File: src/rtl/wm_phase_timer.sv
// rtl/wm_phase_timer.sv - per-phase tick timer for the washing-machine controller
// Optional `remaining` output enabled by macro WM_TIMER_REMAINING_EN.
module wm_phase_timer #(
    parameter int STATE_W    = 3,
    parameter int CNT_W      = 8,
    parameter int PRESCALE   = 1,
    parameter int FILL_TIME  = 2,
    parameter int HEAT_TIME  = 3,
    parameter int WASH_TIME  = 5,
    parameter int RINSE_TIME = 3,
    parameter int SPIN_TIME  = 3
) (
    input  logic               clock,
    input  logic               reset,
    input  logic [STATE_W-1:0] state,
    input  logic               pause,
    output logic               sig_Full,
    output logic               sig_Temperature,
    output logic               sig_Completed,
    output logic               phase_Done
`ifdef WM_TIMER_REMAINING_EN
    ,
    output logic [CNT_W-1:0]   remaining
`endif
);

    localparam int PW = $clog2(PRESCALE) + 1;
    localparam logic [PW-1:0] PRESC_LAST = PW'(PRESCALE - 1);

    localparam logic [STATE_W-1:0] ST_FILL  = STATE_W'(2);
    localparam logic [STATE_W-1:0] ST_HEAT  = STATE_W'(3);
    localparam logic [STATE_W-1:0] ST_WASH  = STATE_W'(4);
    localparam logic [STATE_W-1:0] ST_RINSE = STATE_W'(5);
    localparam logic [STATE_W-1:0] ST_SPIN  = STATE_W'(6);

    logic [STATE_W-1:0] prev_state;
    logic [PW-1:0]      presc;
    logic [CNT_W-1:0]   elapsed;
    logic [CNT_W-1:0]   elapsed_inc;
    logic [CNT_W-1:0]   dur;
    logic               timed;
    logic               is_fill;
    logic               is_heat;
    logic               is_compl;
    logic               flag_cur;
    logic               tick;

    always_comb begin
        timed    = 1'b0;
        dur      = '0;
        is_fill  = 1'b0;
        is_heat  = 1'b0;
        is_compl = 1'b0;
        case (state)
            ST_FILL:  begin timed = 1'b1; dur = CNT_W'(FILL_TIME);  is_fill  = 1'b1; end
            ST_HEAT:  begin timed = 1'b1; dur = CNT_W'(HEAT_TIME);  is_heat  = 1'b1; end
            ST_WASH:  begin timed = 1'b1; dur = CNT_W'(WASH_TIME);  is_compl = 1'b1; end
            ST_RINSE: begin timed = 1'b1; dur = CNT_W'(RINSE_TIME); is_compl = 1'b1; end
            ST_SPIN:  begin timed = 1'b1; dur = CNT_W'(SPIN_TIME);  is_compl = 1'b1; end
            default:  ;
        endcase
        flag_cur    = (is_fill & sig_Full) | (is_heat & sig_Temperature) | (is_compl & sig_Completed);
        tick        = (presc == PRESC_LAST);
        elapsed_inc = elapsed + 1'b1;
    end

    always_ff @(posedge clock or posedge reset) begin
        if (reset) begin
            prev_state      <= '0;
            presc           <= '0;
            elapsed         <= '0;
            sig_Full        <= 1'b0;
            sig_Temperature <= 1'b0;
            sig_Completed   <= 1'b0;
            phase_Done      <= 1'b0;
        end else begin
            phase_Done <= 1'b0;
            // A state change always restarts the phase, even if a tick expires on this edge.
            if (state != prev_state) begin
                prev_state      <= state;
                presc           <= '0;
                elapsed         <= '0;
                sig_Full        <= 1'b0;
                sig_Temperature <= 1'b0;
                sig_Completed   <= 1'b0;
            end else if (!timed) begin
                presc           <= '0;
                elapsed         <= '0;
                sig_Full        <= 1'b0;
                sig_Temperature <= 1'b0;
                sig_Completed   <= 1'b0;
            end else if (!flag_cur && !pause) begin
                if (tick) begin
                    presc   <= '0;
                    elapsed <= elapsed_inc;
                    if (elapsed_inc == dur) begin
                        sig_Full        <= is_fill;
                        sig_Temperature <= is_heat;
                        sig_Completed   <= is_compl;
                        phase_Done      <= 1'b1;
                    end
                end else begin
                    presc <= presc + 1'b1;
                end
            end
        end
    end

`ifdef WM_TIMER_REMAINING_EN
    assign remaining = (timed && !flag_cur) ? (dur - elapsed) : '0;
`endif

endmodule

File: config.mk
export PLATFORM = sky130hd
export DESIGN_NAME = wm_phase_timer
export DESIGN_NICKNAME = d
export VERILOG_FILES = /design/src/rtl/wm_phase_timer.sv
export SDC_FILE = /design/constraint.sdc
export NUM_CORES = 1
export LEC_CHECK = 0
export BUFFER_PORTS_ARGS = -buffer_cell sky130_fd_sc_hd__buf_4
export CELL_PAD_IN_SITES_DETAIL_PLACEMENT = 1
export CELL_PAD_IN_SITES_GLOBAL_PLACEMENT = 1
export CORE_ASPECT_RATIO = 1.1
export CORE_MARGIN = 4
export CORE_UTILIZATION = 48
export CTS_CLUSTER_DIAMETER = 80
export CTS_CLUSTER_SIZE = 25
export DETAILED_ROUTE_END_ITERATION = 6
export GPL_TIMING_DRIVEN = 0
export PLACE_DENSITY = 0.91
export SETUP_SLACK_MARGIN = 0.1
export SLEW_MARGIN = 10
export SYNTH_ARGS = -nofsm -noshare
export SYNTH_HDL_FRONTEND = slang
export SYNTH_SLANG_ARGS = --single-unit
File: constraint.sdc
create_clock -name clock -period 4.85 [get_ports clock]
set_input_delay 0.485 -clock clock [delete_from_list [all_inputs] [get_ports clock]]
set_output_delay 0.485 -clock clock [all_outputs]
set_load 0.02 [all_outputs]
==> impl_metrics.env, run 1 <==
export IMPL_met2_usage_pct=32.0
export IMPL_post_route_period_util_pct=47.3
export IMPL_synth_top_cell_area_share_pct=34.4
export IMPL_htreeDepth=1
export IMPL_grt_busiest_layer="met2"
export IMPL_leakagePower_nw=0.521
export IMPL_first_iter_violations=10
export IMPL_area_growth_pct=11.9
export IMPL_start_util_pct=52.3
export IMPL_path_max_fanout=7
export IMPL_vias_per_cell=5.81
export IMPL_dp_hpwl_um=2000
export IMPL_async_reset_ff_share_pct=100
export IMPL_clkSinkCount=15
export IMPL_slew_headroom_pct=50.0
export IMPL_synth_ff_type="dfrtp_1"
export IMPL_grt_setup_unrepaired="false"
export IMPL_synthAdderAreaFrac_pct=2.30
export IMPL_fin_setup_tns_ps=0
export IMPL_max_freq_mhz=436
export IMPL_post_cts_resized=0
export IMPL_whs_ps=257
export IMPL_end_kind="flop"
export IMPL_insertion_delay_ps=280
export IMPL_grt_overflow=0
export IMPL_yosysTopAreaCell="dfrtp_1"
export IMPL_ys_top_cells_by_count="dfrtp_1 (15), xor2_1 (9), nor2_1 (8), nand2_1 (7), xnor2_1 (5)"
export IMPL_dieArea_um2=3100
export IMPL_wl_per_cell_um=17.1
export IMPL_yosysSeqAreaShare_pct=34.4
export IMPL_layout_min_cycle_time_ps=2290
export IMPL_core_um2=2080
export IMPL_synth_nets=117
export IMPL_use_met3_pct=3.08
export IMPL_synth_seq_cells=15
export IMPL_yosys_area_share_simple_pct=26.9
export IMPL_grt_max_degree=16
export IMPL_numCtsBuffers=3
export IMPL_cap_violations=0
export IMPL_tightest_slew_ps=747
export IMPL_setup_violations=0
export IMPL_netlist_instances=109
export IMPL_cts_hold_buffers=0
export IMPL_synthMuxAreaShare_pct=4.71
export IMPL_yosysMostFrequentCell="dfrtp_1"
export IMPL_start_kind="flop"
export IMPL_clockBufferDepth=2
export IMPL_antenna_found_initial=0
export IMPL_fp_dieH_um=58.0
export IMPL_nets=131
export IMPL_drv_slew=0
export IMPL_power_density_nw_per_um2=198
export IMPL_criticalPathCategory="flop to flop"
export IMPL_netlist_area_um2=1090
export IMPL_synth_top_family_by_area="simple AND/OR/NAND/NOR gates"
export IMPL_yosysWarnings=0
export IMPL_grt_pass1_wl_um=4270
export IMPL_status="complete, no violations"
export IMPL_grtUsageMet1_pct=21.6
export IMPL_synthTopCellsByArea="dfrtp_1 (34%), xor2_1 (7.2%), xnor2_1 (4.0%)"
export IMPL_clock_skew_ps=9.31
export IMPL_syn_area_per_cell_um2=10.0
export IMPL_ys_types=45
export IMPL_hold_class="input pin to asynchronous set/reset pin"
export IMPL_drt_wl_total_um=2570
export IMPL_io_pins=10
export IMPL_cp_required_ps=5020
export IMPL_port_buffers=9
export IMPL_num_rows=17
export IMPL_gp_congestion=0.784
export IMPL_cts_root_buf="clkbuf_4"
export IMPL_synth_compound_area_share_pct=13.2
export IMPL_hold_viol=0
export IMPL_drive_gt1_share_pct=26.2
export IMPL_dieWidth_um=53.4
export IMPL_post_cts_buffers=0
export IMPL_ir_drop_mv=0.151
export IMPL_antenna_cells=0
export IMPL_synth_edff_count=0
export IMPL_worstPathArrival_ps=2470
export IMPL_n_fill_cell=264
export IMPL_vias=872
export IMPL_clkTransAtPathRegs_ps=100
export IMPL_cts_tree="done"
export IMPL_post_route_drc_count=0
export IMPL_fin_util_pct=58.5
export IMPL_synth_xor_area_share_pct=11.3
export IMPL_drt_pass1_iter_count=4
export IMPL_track_usage_pct=18.4
export IMPL_grt_pass1_vias=941
export IMPL_antenna_left=0
-- layout make-up --
cell class	instances	area [um^2]	area share (%)
Multi-Input combinational cell	81	636	52.1
Sequential cell	15	375	30.8
Timing Repair Buffer	9	67.6	5.54
Buffer	10	67.6	5.54
Tap cell	28	35.0	2.87
Clock buffer	3	22.5	1.85
Inverter	3	11.3	0.923
Clock inverter	1	5.00	0.410
-- sequential cells by signal, summed over array words and instances, names as in the netlist --
name and count:
sig_Full 1, sig_Completed 1, elapsed 8, sig_Temperature 1, phase_Done 1, prev_state 3
-- power breakdown --
group | leakage (nW) | internal (mW) | switching (mW) | total [mW]
registers | 0.202 | 0.127 | 0.00145 | 0.128
logic | 0.301 | 0.0170 | 0.0235 | 0.0405
clock network | 0.0177 | 0.0306 | 0.0418 | 0.0723
total | 0.521 | 0.174 | 0.0668 | 0.241
-- cells by family after synthesis --
family,Yosys count
and+or+nand+nor,45
AOI/OAI and AO/OA,16
DFF,15
xor gates and xnor gates,14
buffers and inverters,13
muxes,4
adders and majority gates,2
-- cells in the final DEF (no fill, tap or decap), types with 2 or more instances in the layout --
master and instances:
nand4b_1 2, nand2_1 7, and2_1 4, nor2_1 8
nand4_1 3, nor2b_1 2, clkbuf_4 3, buf_2 4
mux2_4 2, o21ai_2 2, dfrtp_1 15, clkbuf_1 2
buf_6 2, buf_4 10, inv_1 3, o21ai_0 2
xor2_1 9, ha_1 2, nor3b_1 3, o31ai_1 2
xnor2_1 5, nand3_1 4, or3_1 2
-- metal layers --
| layer | routed length [um] | share of wire [%] | vias to the layer above |
|---|---|---|---|
| met5 | 0 | 0 | - |
| met4 | 41 | 1.6 | 0 |
| met3 | 58 | 2.3 | 6 |
| met2 | 1340 | 52 | 13 |
| met1 | 1120 | 44 | 440 |
| li1 | - | - | 413 |
-- metrics by stage --
stage | area, um^2 | power (mW) | instances | setup WS [ps]
2_1_floorplan | 1090 | 0.160 | 109 | 2740
6_report | 1220 | 0.241 | 150 | 2560
3_3_place_gp | 1190 | 0.169 | 146 | 2440
5_1_grt | 1220 | 0.250 | 150 | 2490
3_5_place_dp | 1190 | 0.171 | 146 | 2390
4_1_cts | 1220 | 0.243 | 150 | 2560
-- worst paths after layout --
kind / from / end / slack (ps) / cells after the start
min reg2reg: sig_Full / sig_Full / 540 / 1
min in group clock: pause / elapsed[1] / 540 / 4
max: elapsed[1] / sig_Full / 2560 / 7
max reg2reg: elapsed[1] / sig_Full / 2560 / 7
min: reset / elapsed[6] / 260 / 2
max in group asynchronous: reset / elapsed[5] / 4210 / 2
-- worst max-delay path, stage by stage (launching register included) --
cell	delay [ps]
dfrtp_1	430
ha_1	190
buf_2	170
xor2_1	170
or4_1	550
o21ai_2	250
o41ai_2	110
mux2_1	320
Note: power is estimated with default switching activity, not from simulation.
==> inputs of run 2 (changes only) <==
--- a/config.mk
+++ b/config.mk
@@ -10,12 +10,12 @@
 export CELL_PAD_IN_SITES_GLOBAL_PLACEMENT = 1
 export CORE_ASPECT_RATIO = 1.1
 export CORE_MARGIN = 4
-export CORE_UTILIZATION = 48
+export CORE_UTILIZATION = 41
 export CTS_CLUSTER_DIAMETER = 80
 export CTS_CLUSTER_SIZE = 25
 export DETAILED_ROUTE_END_ITERATION = 6
 export GPL_TIMING_DRIVEN = 0
-export PLACE_DENSITY = 0.91
+export PLACE_DENSITY = 0.83
 export SETUP_SLACK_MARGIN = 0.1
 export SLEW_MARGIN = 10
 export SYNTH_ARGS = -nofsm -noshare
==> constraint.sdc (replaced) <==
create_clock -name clock -period 2 [get_ports clock]
set_input_delay 0.2 -clock clock [delete_from_list [all_inputs] [get_ports clock]]
set_output_delay 0.2 -clock clock [all_outputs]
set_load 0.02 [all_outputs]
==> run 2 against run 1 <==
The flow now finishes with violations (negative setup slack); via count grew 0.23%; register-to-register slack lost 2700 ps; worst setup slack lost 2700 ps; highest routed layer unchanged; design area increased by 10%; cell count grew 4.7%; critical endpoint unchanged; critical path type unchanged; largest cell class unchanged; total power grew to 2.5 times the previous value; first-iteration DRC count up 120%; non-clock buffer count rose by 4; die area is 15% higher; maximum frequency up 7.5%; sequential cell count unchanged; largest power group unchanged; critical path depth did not move.
==> impl_metrics.env, run 2 (same netlist as run 1, synthesis figures left out) <==
export IMPL_status="finished, violations left"
export IMPL_violations="negative setup slack"
export IMPL_grt_pass1_vias=983
export IMPL_grt_overflow=0
export IMPL_tightest_slew_ps=814
export IMPL_r2r_end="sig_Full"
export IMPL_area_growth_pct=23.2
export IMPL_dp_hpwl_um=1870
export IMPL_end_kind="flop"
export IMPL_cts_tree="done"
export IMPL_dp_cells=149
export IMPL_grt_max_degree=16
export IMPL_num_rows=19
export IMPL_wl_per_cell_um=17.2
export IMPL_antenna_left=0
export IMPL_r2r_start="elapsed[0]"
export IMPL_antenna_found_initial=0
export IMPL_netSwitchingFraction_pct=29.1
export IMPL_port_buffers=9
export IMPL_fp_dieH_um=62.1
export IMPL_stdcell_count=157
export IMPL_insertion_delay_ps=290
export IMPL_vias=874
export IMPL_post_route_drc_count=0
export IMPL_start_kind="flop"
export IMPL_dpl_cell_area_um2=1200
export IMPL_grt_setup_unrepaired="true"
export IMPL_criticalPathCategory="flop to flop"
export IMPL_first_iter_violations=22
export IMPL_max_freq_mhz=469
export IMPL_setup_ws_ps=-134
export IMPL_holdPathEnd="elapsed[1]"
export IMPL_r2r_slack_ps=-130
export IMPL_cp_required_ps=2180
export IMPL_layout_min_cycle_time_ps=2130
export IMPL_drt_pass1_iter_count=2
export IMPL_dieWidth_um=57.2
export IMPL_post_route_period_util_pct=107
export IMPL_min_from="pause"
export IMPL_power_density_nw_per_um2=454
export IMPL_clkTransAtPathRegs_ps=110
export IMPL_clockBufferDepth=2
export IMPL_core_um2=2520
export IMPL_hold_viol=0
export IMPL_hold_depth=4
export IMPL_worstPathArrival_ps=2310
export IMPL_pwr_share_comb_pct=18.9
export IMPL_nets=135
export IMPL_dieArea_um2=3550
export IMPL_largest_register_ff_count=8
export IMPL_top_register="elapsed"
export IMPL_cts_root_buf="clkbuf_4"
export IMPL_seq_power_share_pct=50.9
export IMPL_track_usage_pct=16.6
export IMPL_leakagePower_nw=0.562
export IMPL_grt_pass1_wl_um=4420
export IMPL_gp_congestion=0.779
export IMPL_ir_drop_mv=0.312
export IMPL_antenna_cells=0
export IMPL_path_max_fanout=3
export IMPL_drive_gt1_share_pct=34.9
export IMPL_htreeDepth=1
export IMPL_drt_wl_total_um=2710
export IMPL_numCtsBuffers=3
export IMPL_drv_slew=0
export IMPL_io_pins=10
export IMPL_preCtsSetupSlack_ps=-222
export IMPL_vias_per_cell=5.57
export IMPL_p_int_uw=432
export IMPL_mostFrequentLayoutCells="dfrtp_1 (15), buf_4 (13), nor2_1 (8), xor2_1 (8), nand2_1 (7)"
export IMPL_cap_violations=0
export IMPL_start_util_pct=43.2
export IMPL_pwr_share_clk_pct=30.2
export IMPL_reg_largest_list="elapsed (8), prev_state (3)"
export IMPL_whs_ps=240
export IMPL_clock_skew_ps=8.61
export IMPL_final_cell_area_um2=1340
export IMPL_setup_violations=2
export IMPL_final_common_cell="dfrtp_1"
export IMPL_worstRegToRegCells=7
export IMPL_slew_headroom_pct=45.5
export IMPL_clkSinkCount=15
export IMPL_hold_class="input pin to flop"
export IMPL_switchingPower_uw=177
## run 2: cell count changes in the layout (fill, tap and decap cells not counted), sizes merged
cell / previous run / this run
dlygate4sd3: 1 / 2
buf: 16 / 19
## run 2: layout make-up
class / count / area [um^2]
buffer: 10 / 73.8
fill: 292 / 1180
timing repair buffer: 13 / 100
sequential: 15 / 375
clock inverter: 1 / 5.00
inverter: 3 / 11.3
tap: 31 / 38.8
multi-input combinational: 81 / 716
clock buffer: 3 / 22.5
## run 2: worst max-delay path, cell delays in order (launching register included)
cell     delay [ps]
dfrtp_1         410
ha_2            190
buf_6           130
xor2_4          150
or4_4           490
o21ai_4         220
o41ai_4         120
mux2_4          300
## run 2: metrics by stage
stage                     utilization (%)  TNS [ps]  power [mW]
after global routing                 53.3      -416       0.637
after floorplan                         -     -84.3       0.387
after CTS                            51.7      -202       0.607
after detailed placement             47.8      -457       0.414
after global placement               47.8      -336       0.410
final                                53.3      -242       0.609
## run 2: worst max-delay path by stage
stage	from	end	slack (ps)	cells past startpoint
after floorplan	elapsed[1]	sig_Full	-60	7
after global placement	elapsed[1]	sig_Full	-190	7
after detailed placement	elapsed[1]	sig_Full	-220	7
after CTS	elapsed[0]	sig_Full	-120	7
after global routing	elapsed[0]	sig_Full	-180	7
final	elapsed[0]	sig_Full	-130	7
## run 2: power by group through the flow
stage / logic (mW) / registers [mW] / clock network [mW]
after detailed placement: 0.0980 / 0.316 / 0
after CTS: 0.111 / 0.310 / 0.186
after floorplan: 0.0709 / 0.316 / 0
after global placement: 0.0938 / 0.316 / 0
final: 0.115 / 0.310 / 0.184
after global routing: 0.125 / 0.311 / 0.201
## run 2: timing repair
item,in CTS,in global routing
endpoints found under the setup margin,4,4
setup buffers,3,0
hold buffers,1,0
endpoints found under the hold margin,15,0
resized for setup,6,5
pin swaps,5,1
## run 2: metal layers
layer	global-route usage (%)	part of all wire, %	vias to the layer above
li1	-	-	419
met1	18.4	42	442
met2	32.3	55	9
met3	2.69	2.0	4
met4	6.29	1.1	0
met5	0	0	-
